[src/rtl/flow_pkg.sv]
// Shared constants and helpers for the flow_tracker occupancy counter.
package flow_pkg;

    localparam int FLOW_MODE_SAT  = 32'sd1;
    localparam int FLOW_MODE_WRAP = 32'sd0;

    function automatic int clog2(input int value);
        int r;
        int v;
        r = 32'sd0;
        v = value - 32'sd1;
        while (v > 32'sd0) begin
            r = r + 32'sd1;
            v = v >>> 1;
        end
        return r;
    endfunction

endpackage

[src/rtl/flow_tracker_popcount.sv]
// Combinational population count of an N-bit vector; the accumulation
// loop folds into an adder tree.
module popcount
    import flow_pkg::*;
#(
    parameter int N = 8
) (
    input  logic [N-1:0]              bits_i,
    output logic [clog2(N+1)-1:0]     count_o
);

    localparam int PW = clog2(N + 1);

    logic [PW-1:0] acc_s;

    // Sum every lane bit.
    always_comb begin
        acc_s = {PW{1'b0}};
        for (int i = 0; i < N; i++) begin
            acc_s = acc_s + PW'(bits_i[i]);
        end
    end

    assign count_o = acc_s;

endmodule

[src/rtl/flow_tracker.sv]
// Registered occupancy counter: adds arrivals, subtracts departures, with
// priority load, saturate-or-wrap bounds and sticky overflow/underflow flags.
module flow_tracker
    import flow_pkg::*;
#(
    parameter int WIDTH     = 8,
    parameter int IN_LANES  = 8,
    parameter int OUT_LANES = 8,
    parameter int CAPACITY  = 255,
    parameter int SATURATE  = FLOW_MODE_SAT
) (
    input  logic                 clk,
    input  logic                 reset,
    input  logic                 load_en,
    input  logic [WIDTH-1:0]     load_value,
    input  logic                 inc_en,
    input  logic [0:IN_LANES-1]  in_bits,
    input  logic                 dec_en,
    input  logic [0:OUT_LANES-1] out_bits,
    input  logic                 clear_err,
    output logic [WIDTH-1:0]     count,
    output logic [WIDTH-1:0]     next_count,
    output logic [WIDTH-1:0]     free,
    output logic                 empty,
    output logic                 full,
    output logic                 can_accept,
    output logic                 overflow,
    output logic                 underflow
);

    localparam int PW_IN  = clog2(IN_LANES + 1);
    localparam int PW_OUT = clog2(OUT_LANES + 1);
    localparam int MAX_W  = (2 ** WIDTH) - 1;

    localparam logic [WIDTH-1:0]        CAP_W  = WIDTH'(CAPACITY);
    localparam logic [WIDTH-1:0]        LANE_W = WIDTH'(IN_LANES);
    localparam logic signed [WIDTH+1:0] CAP_S  = (WIDTH+2)'(CAPACITY);
    localparam logic signed [WIDTH+1:0] MOD_S  = (WIDTH+2)'(CAPACITY + 1);
    localparam logic signed [WIDTH+1:0] ZERO_S = {(WIDTH+2){1'b0}};

    if (CAPACITY < 1 || CAPACITY > MAX_W) begin : g_bad_capacity
        $error("flow_tracker: CAPACITY must be within 1..2^WIDTH-1");
    end
    if (IN_LANES < 1 || IN_LANES > MAX_W) begin : g_bad_in_lanes
        $error("flow_tracker: IN_LANES must be within 1..2^WIDTH-1");
    end
    if (OUT_LANES < 1 || OUT_LANES > MAX_W) begin : g_bad_out_lanes
        $error("flow_tracker: OUT_LANES must be within 1..2^WIDTH-1");
    end

    logic [PW_IN-1:0]        pc_in_s;
    logic [PW_OUT-1:0]       pc_out_s;
    logic [PW_IN-1:0]        pin_s;
    logic [PW_OUT-1:0]       pout_s;
    logic signed [WIDTH+1:0] sum_s;
    logic [WIDTH-1:0]        count_q;
    logic [WIDTH-1:0]        count_d;
    logic                    ovf_q;
    logic                    ovf_d;
    logic                    unf_q;
    logic                    unf_d;
    logic                    ovf_evt_s;
    logic                    unf_evt_s;

    popcount #(.N(IN_LANES)) u_pc_in (
        .bits_i  (in_bits),
        .count_o (pc_in_s)
    );

    popcount #(.N(OUT_LANES)) u_pc_out (
        .bits_i  (out_bits),
        .count_o (pc_out_s)
    );

    assign pin_s  = inc_en ? pc_in_s  : {PW_IN{1'b0}};
    assign pout_s = dec_en ? pc_out_s : {PW_OUT{1'b0}};

    // Two spare bits keep the netted sum free of intermediate overflow.
    assign sum_s = $signed({2'b00, count_q})
                 + $signed({{(WIDTH+2-PW_IN){1'b0}}, pin_s})
                 - $signed({{(WIDTH+2-PW_OUT){1'b0}}, pout_s});

    // Next count and error events: load first, then bounds on the net sum.
    always_comb begin
        count_d   = count_q;
        ovf_evt_s = 1'b0;
        unf_evt_s = 1'b0;
        if (load_en) begin
            if (load_value > CAP_W) begin
                count_d   = CAP_W;
                ovf_evt_s = 1'b1;
            end else begin
                count_d = load_value;
            end
        end else if (sum_s > CAP_S) begin
            ovf_evt_s = 1'b1;
            if (SATURATE == FLOW_MODE_SAT) begin
                count_d = CAP_W;
            end else begin
                count_d = WIDTH'(sum_s - MOD_S);
            end
        end else if (sum_s < ZERO_S) begin
            unf_evt_s = 1'b1;
            if (SATURATE == FLOW_MODE_SAT) begin
                count_d = {WIDTH{1'b0}};
            end else begin
                count_d = WIDTH'(sum_s + MOD_S);
            end
        end else begin
            count_d = WIDTH'(sum_s);
        end
    end

    // A fresh error beats a simultaneous clear.
    always_comb begin
        ovf_d = ovf_evt_s | (ovf_q & ~clear_err);
        unf_d = unf_evt_s | (unf_q & ~clear_err);
    end

    // Count and sticky flag registers.
    always_ff @(posedge clk or posedge reset) begin
        if (reset) begin
            count_q <= {WIDTH{1'b0}};
            ovf_q   <= 1'b0;
            unf_q   <= 1'b0;
        end else begin
            count_q <= count_d;
            ovf_q   <= ovf_d;
            unf_q   <= unf_d;
        end
    end

    assign count      = count_q;
    assign next_count = count_d;
    assign free       = CAP_W - count_q;
    assign empty      = (count_q == {WIDTH{1'b0}});
    assign full       = (count_q == CAP_W);
    assign can_accept = (free >= LANE_W);
    assign overflow   = ovf_q;
    assign underflow  = unf_q;

endmodule
[config.mk]
export PLATFORM = sky130hd
export DESIGN_NAME = flow_tracker
export DESIGN_NICKNAME = d
export VERILOG_FILES = /design/src/rtl/flow_pkg.sv /design/src/rtl/flow_tracker_popcount.sv /design/src/rtl/flow_tracker.sv
export SDC_FILE = /design/constraint.sdc
export NUM_CORES = 1
export LEC_CHECK = 0
export CORE_UTILIZATION = 58
export CTS_BUF_LIST = sky130_fd_sc_hd__clkbuf_16
export DETAILED_ROUTE_END_ITERATION = 10
export DONT_BUFFER_PORTS = 1
export GPL_TIMING_DRIVEN = 0
export PLACE_DENSITY_LB_ADDON = 0.15
export SLEW_MARGIN = 15
export SYNTH_ARGS = -nofsm -noshare
export SYNTH_HDL_FRONTEND = slang
export SYNTH_SLANG_ARGS = --single-unit
export TNS_END_PERCENT = 10
[constraint.sdc]
create_clock -name clk -period 25.6 [get_ports clk]
set_input_delay 6.4 -clock clk [delete_from_list [all_inputs] [get_ports clk]]
set_output_delay 6.4 -clock clk [all_outputs]
set_load 0.01 [all_outputs]
==> metrics.txt, run 1 <==
# TYPE chip_impl_metric gauge
chip_impl_info{name="outcome",value="finished, final reports clean"} 1
chip_impl_info{name="critical_path.reg2reg.endpoint",value="count[7]$_DFF_PP0_"} 1
chip_impl_metric{name="timing.reg2reg.worst_path_depth",unit=""} 10
chip_impl_metric{name="route.detailed.vias_per_inst",unit=""} 5.77
chip_impl_metric{name="setup.reg_to_reg.worst_slack",unit="ns"} 22.55
chip_impl_metric{name="route.vias.total",unit=""} 1178
chip_impl_metric{name="chipHeight",unit="um"} 52.8
chip_impl_metric{name="net_total_in_the_final_layout",unit=""} 240
chip_impl_metric{name="grt_pass1_vias",unit=""} 1080
chip_impl_metric{name="drv_cap",unit=""} 0
chip_impl_metric{name="cellPowerDensity",unit="nW/um2"} 153
chip_impl_metric{name="wl",unit="mm"} 3.17
chip_impl_metric{name="final-setup-viol-count",unit=""} 0
chip_impl_metric{name="synthesis.area",unit="um2"} 1490
chip_impl_metric{name="xor_and_xnor_fraction_of_the_mapped_netlist_area",unit=""} 0.0352
chip_impl_metric{name="ys_async_sr_fraction",unit=""} 1.00
chip_impl_metric{name="synth.area.mux_share",unit=""} 0
chip_impl_metric{name="core_region_area",unit="um2"} 2450
chip_impl_metric{name="final_hold_viol_count",unit=""} 0
chip_impl_metric{name="cts_resized",unit=""} 0
chip_impl_metric{name="whs_path_depth",unit=""} 1
chip_impl_metric{name="grt_first_pass_wirelength",unit="mm"} 4.73
chip_impl_metric{name="clock_path_buffers",unit=""} 2
chip_impl_metric{name="gp_routability_congestion",unit=""} 0.930
chip_impl_info{name="clock-root-buffer",value="sky130_fd_sc_hd__clkbuf_16"} 1
chip_impl_metric{name="pin_count",unit=""} 59
chip_impl_metric{name="synth-warning-count",unit=""} 0
chip_impl_metric{name="port_buffers",unit=""} 0
chip_impl_metric{name="die_area",unit="um2"} 2780
chip_impl_metric{name="detail_route.first_pass.iterations",unit=""} 4
chip_impl_metric{name="cp.required",unit="ns"} 19.20
chip_impl_info{name="hold_class",value="register to register"} 1
chip_impl_metric{name="portion_of_the_post_synthesis_area_used_by_sequential_elements",unit=""} 0.168
chip_impl_metric{name="ctsHtreeMaxLevel",unit=""} 1
chip_impl_metric{name="final.setup_skew",unit="ns"} 0.00197
chip_impl_metric{name="global_route_overflow",unit=""} 0
chip_impl_info{name="combinational_family_with_the_most_area_after_synthesis",value="adder cells"} 1
chip_impl_info{name="final_common_cell",value="sky130_fd_sc_hd__inv_1"} 1
chip_impl_metric{name="drt_iter0_markers",unit=""} 19
chip_impl_info{name="tritoncts",value="yes"} 1
chip_impl_metric{name="post-route-period-util",unit=""} 0.680
chip_impl_metric{name="cts_made_buffers",unit=""} 3
chip_impl_metric{name="syn2layout_area_growth",unit="%"} 7.79
chip_impl_info{name="worst_setup_path_end_kind",value="output port"} 1
chip_impl_info{name="worstHoldStart",value="overflow$_DFF_PP0_"} 1
chip_impl_metric{name="p_leak",unit="nW"} 0.854
chip_impl_metric{name="netlist_instances",unit=""} 170
chip_impl_metric{name="start_util",unit=""} 0.609
chip_impl_metric{name="remaining_drc_errors",unit=""} 0
chip_impl_info{name="synth.largest_area_cell",value="sky130_fd_sc_hd__ha_1"} 1
chip_impl_metric{name="diodes",unit=""} 0
chip_impl_metric{name="max-vdd-ir-drop",unit="uV"} 88.4
chip_impl_metric{name="syn_avg_cell_area",unit="um2"} 8.79
chip_impl_metric{name="horizontal_die_dimension",unit="um"} 52.8
chip_impl_metric{name="clock_sink_count",unit=""} 10
chip_impl_metric{name="net_count_after_synthesis",unit=""} 235
chip_impl_metric{name="worst_pin_slew",unit="ns"} 0.427
chip_impl_metric{name="crit_path_max_fanout",unit=""} 7
chip_impl_info{name="mostFrequentLayoutCells",value="44 x sky130_fd_sc_hd__inv_1, 23 x sky130_fd_sc_hd__ha_1, 12 x sky130_fd_sc_hd__fa_1"} 1
chip_impl_info{name="hold_path_end",value="overflow$_DFF_PP0_"} 1
chip_impl_metric{name="placementRows",unit=""} 18
chip_impl_metric{name="synth_edf_count",unit=""} 0
chip_impl_metric{name="final_tns_setup",unit="ns"} 0
chip_impl_metric{name="grt_antenna_before_repair",unit=""} 0
chip_impl_info{name="rsz0062_at_grt",value="false"} 1
chip_impl_info{name="regToRegStartpoint",value="count[3]$_DFF_PP0_"} 1
chip_impl_metric{name="final_design_area_no_fill",unit="um2"} 1610
chip_impl_metric{name="post_cts_hold_buffer_count",unit=""} 0
chip_impl_metric{name="timing.slew.headroom",unit=""} 0.715
chip_impl_info{name="leading_cell_types_by_total_area_after_synthesis",value="sky130_fd_sc_hd__ha_1 19%, sky130_fd_sc_hd__dfrtp_1 17%, sky130_fd_sc_hd__fa_1 16%"} 1
chip_impl_metric{name="placed_area",unit="um2"} 1530
chip_impl_metric{name="post-route-min-period",unit="ns"} 17.40
chip_impl_info{name="synth-main-ff-cell",value="sky130_fd_sc_hd__dfrtp_1"} 1
chip_impl_metric{name="drive_above_1_share",unit=""} 0.0460
chip_impl_metric{name="yosys.area.top_type_share",unit=""} 0.193
chip_impl_metric{name="path_clk_slew",unit="ns"} 0.04
chip_impl_metric{name="track_usage",unit=""} 0.238
chip_impl_info{name="critPathLaunchType",value="primary input"} 1
chip_impl_metric{name="dp.final_hpwl",unit="mm"} 2.70
chip_impl_metric{name="wl_per_cell",unit="um"} 15.6
chip_impl_metric{name="worst_skew_pair.late_latency",unit="ns"} 0.23
chip_impl_metric{name="maximum_number_of_pins_on_one_net_before_global_route_repair",unit=""} 11
chip_impl_metric{name="post_synth_and_or_nand_nor_area_fraction",unit=""} 0.143
chip_impl_metric{name="synth_fa_ha_area_frac",unit=""} 0.353
chip_impl_metric{name="fmaxAchievable",unit="MHz"} 57.5
chip_impl_metric{name="crit_arrival",unit="ns"} 11.00
chip_impl_metric{name="post_synth_num_cell_types",unit=""} 36
chip_impl_metric{name="cts_post_setup_buffers_inserted",unit=""} 0
chip_impl_metric{name="yosys_register_bits",unit=""} 10
chip_impl_metric{name="synth-compound-area-share",unit=""} 0.184
chip_impl_metric{name="finalCoreUtilization",unit=""} 0.656
chip_impl_metric{name="antenna_violating_nets_post_route",unit=""} 0
chip_impl_metric{name="final-max-slew-violation-count",unit=""} 0
chip_impl_info{name="critPathKind",value="primary input to output port"} 1
-- stage by stage --
step,hold slack [ns],setup slack (ns),std cells,power [W]
after detailed placement,0.572,8.22,200,0.000219
final,0.584,8.20,204,0.000247
after floorplan,0.544,8.40,170,0.000185
after CTS,0.582,8.19,204,0.000248
after global placement,0.570,8.24,200,0.000214
after global routing,0.615,7.98,204,0.000272
-- critical path, cell delays in order --
cell and delay [ns]:
sky130_fd_sc_hd__ha_1 0.26, sky130_fd_sc_hd__inv_1 0.05, sky130_fd_sc_hd__fa_1 0.49, sky130_fd_sc_hd__fa_1 0.42, sky130_fd_sc_hd__fa_1 0.42, sky130_fd_sc_hd__fa_1 0.45
sky130_fd_sc_hd__nand2b_1 0.17, sky130_fd_sc_hd__fa_1 0.51, sky130_fd_sc_hd__fa_1 0.49, sky130_fd_sc_hd__and3_1 0.22, sky130_fd_sc_hd__o21a_1 0.20, sky130_fd_sc_hd__or4_1 0.39
sky130_fd_sc_hd__buf_2 0.18, sky130_fd_sc_hd__nand2_2 0.10, sky130_fd_sc_hd__o311a_1 0.25
-- layout make-up --
class | count | area [um2]
plain buffers | 2 | 8.76
clock buffers | 3 | 75.1
clock inverters | 1 | 3.75
fillers | 221 | 845
inverters | 44 | 165
multi-input cells | 114 | 1070
flip-flops and latches | 10 | 250
well taps | 30 | 37.5
-- per-layer routing --
| metal | share of wire | vias up | wire length [um] | global-route usage |
|---|---|---|---|---|
| met4 | 0.015 | 0 | 49 | 0.110 |
| met1 | 0.42 | 553 | 1340 | 0.278 |
| met5 | 0 | - | 0 | 0 |
| met2 | 0.48 | 50 | 1530 | 0.401 |
| met3 | 0.082 | 4 | 261 | 0.0638 |
| li1 | - | 571 | - | - |
-- flip-flops by register name (all words and copies together), names as in the netlist --
register	count
count	8
overflow	1
underflow	1
-- cell families (layout without fill, tap and decap cells) --
kind of cell	after synthesis	after routing
AO/OA/AOI/OAI	36	36
adder cells (fa/ha/maj)	35	35
buffers and inverters	46	50
XOR/XNOR	6	6
AND/OR/NAND/NOR	37	37
flip-flops	10	10
-- cells in the mapped netlist (all sizes together) (2+ instances only) --
cell type,count
o21ai,4
o211ai,2
dfrtp,10
o311a,2
xor2,2
nor2b,3
a22o,7
a21o,4
nor2,6
inv,44
fa,12
xnor2,4
a21oi,10
nand3,6
nand2,4
and3,4
ha,23
nand2b,6
nand3b,2
-- how the worst max path moves through the flow --
stage | startpoint | endpoint | slack (ns) | depth (start not counted)
final | out_bits[7] | next_count[7] | 8.20 | 15
after global routing | out_bits[7] | next_count[4] | 7.98 | 15
after CTS | out_bits[7] | next_count[7] | 8.19 | 15
after detailed placement | out_bits[7] | next_count[7] | 8.22 | 15
after global placement | out_bits[7] | next_count[7] | 8.24 | 15
after floorplan | out_bits[7] | next_count[7] | 8.40 | 15
-- power by group --
| group | switching (W) | internal, W |
|---|---|---|
| combinational | 0.000103 | 0.0000748 |
| clock | 0.00000679 | 0.0000204 |
| sequential | 0.0000179 | 0.0000240 |
| total | 0.000128 | 0.000119 |
(Power assumes the default switching activity.)
==> run 2, diff against run 1 <==
==> constraint.sdc (replaced) <==
create_clock -name clk -period 15.5 [get_ports clk]
set_input_delay 3.875 -clock clk [delete_from_list [all_inputs] [get_ports clk]]
set_output_delay 3.875 -clock clk [all_outputs]
set_load 0.01 [all_outputs]
==> results of run 2 <==
Same layout as run 1 (identical final DEF). Status: finished, final reports clean.
Among the figures that moved: setup slack after placement 8.22 ns -> 3.17 ns; setup slack after layout 8.20 ns -> 3.15 ns; register-to-register setup slack 22.55 ns -> 12.45 ns; total power 0.000247 W -> 0.000408 W; worst IR drop on VDD 88.4 uV -> 146 uV
==> run 3, diff against run 2 <==
==> constraint.sdc (replaced) <==
create_clock -name clk -period 12.25 [get_ports clk]
set_input_delay 3.0625 -clock clk [delete_from_list [all_inputs] [get_ports clk]]
set_output_delay 3.0625 -clock clk [all_outputs]
set_load 0.01 [all_outputs]
==> results of run 3 <==
Same layout as run 1 (identical final DEF). Status: finished, final reports clean.
Among the figures that moved: setup slack after placement 8.22 ns -> 1.54 ns; setup slack after layout 8.20 ns -> 1.52 ns; register-to-register setup slack 22.55 ns -> 9.20 ns; total power 0.000247 W -> 0.000516 W; worst IR drop on VDD 88.4 uV -> 185 uV
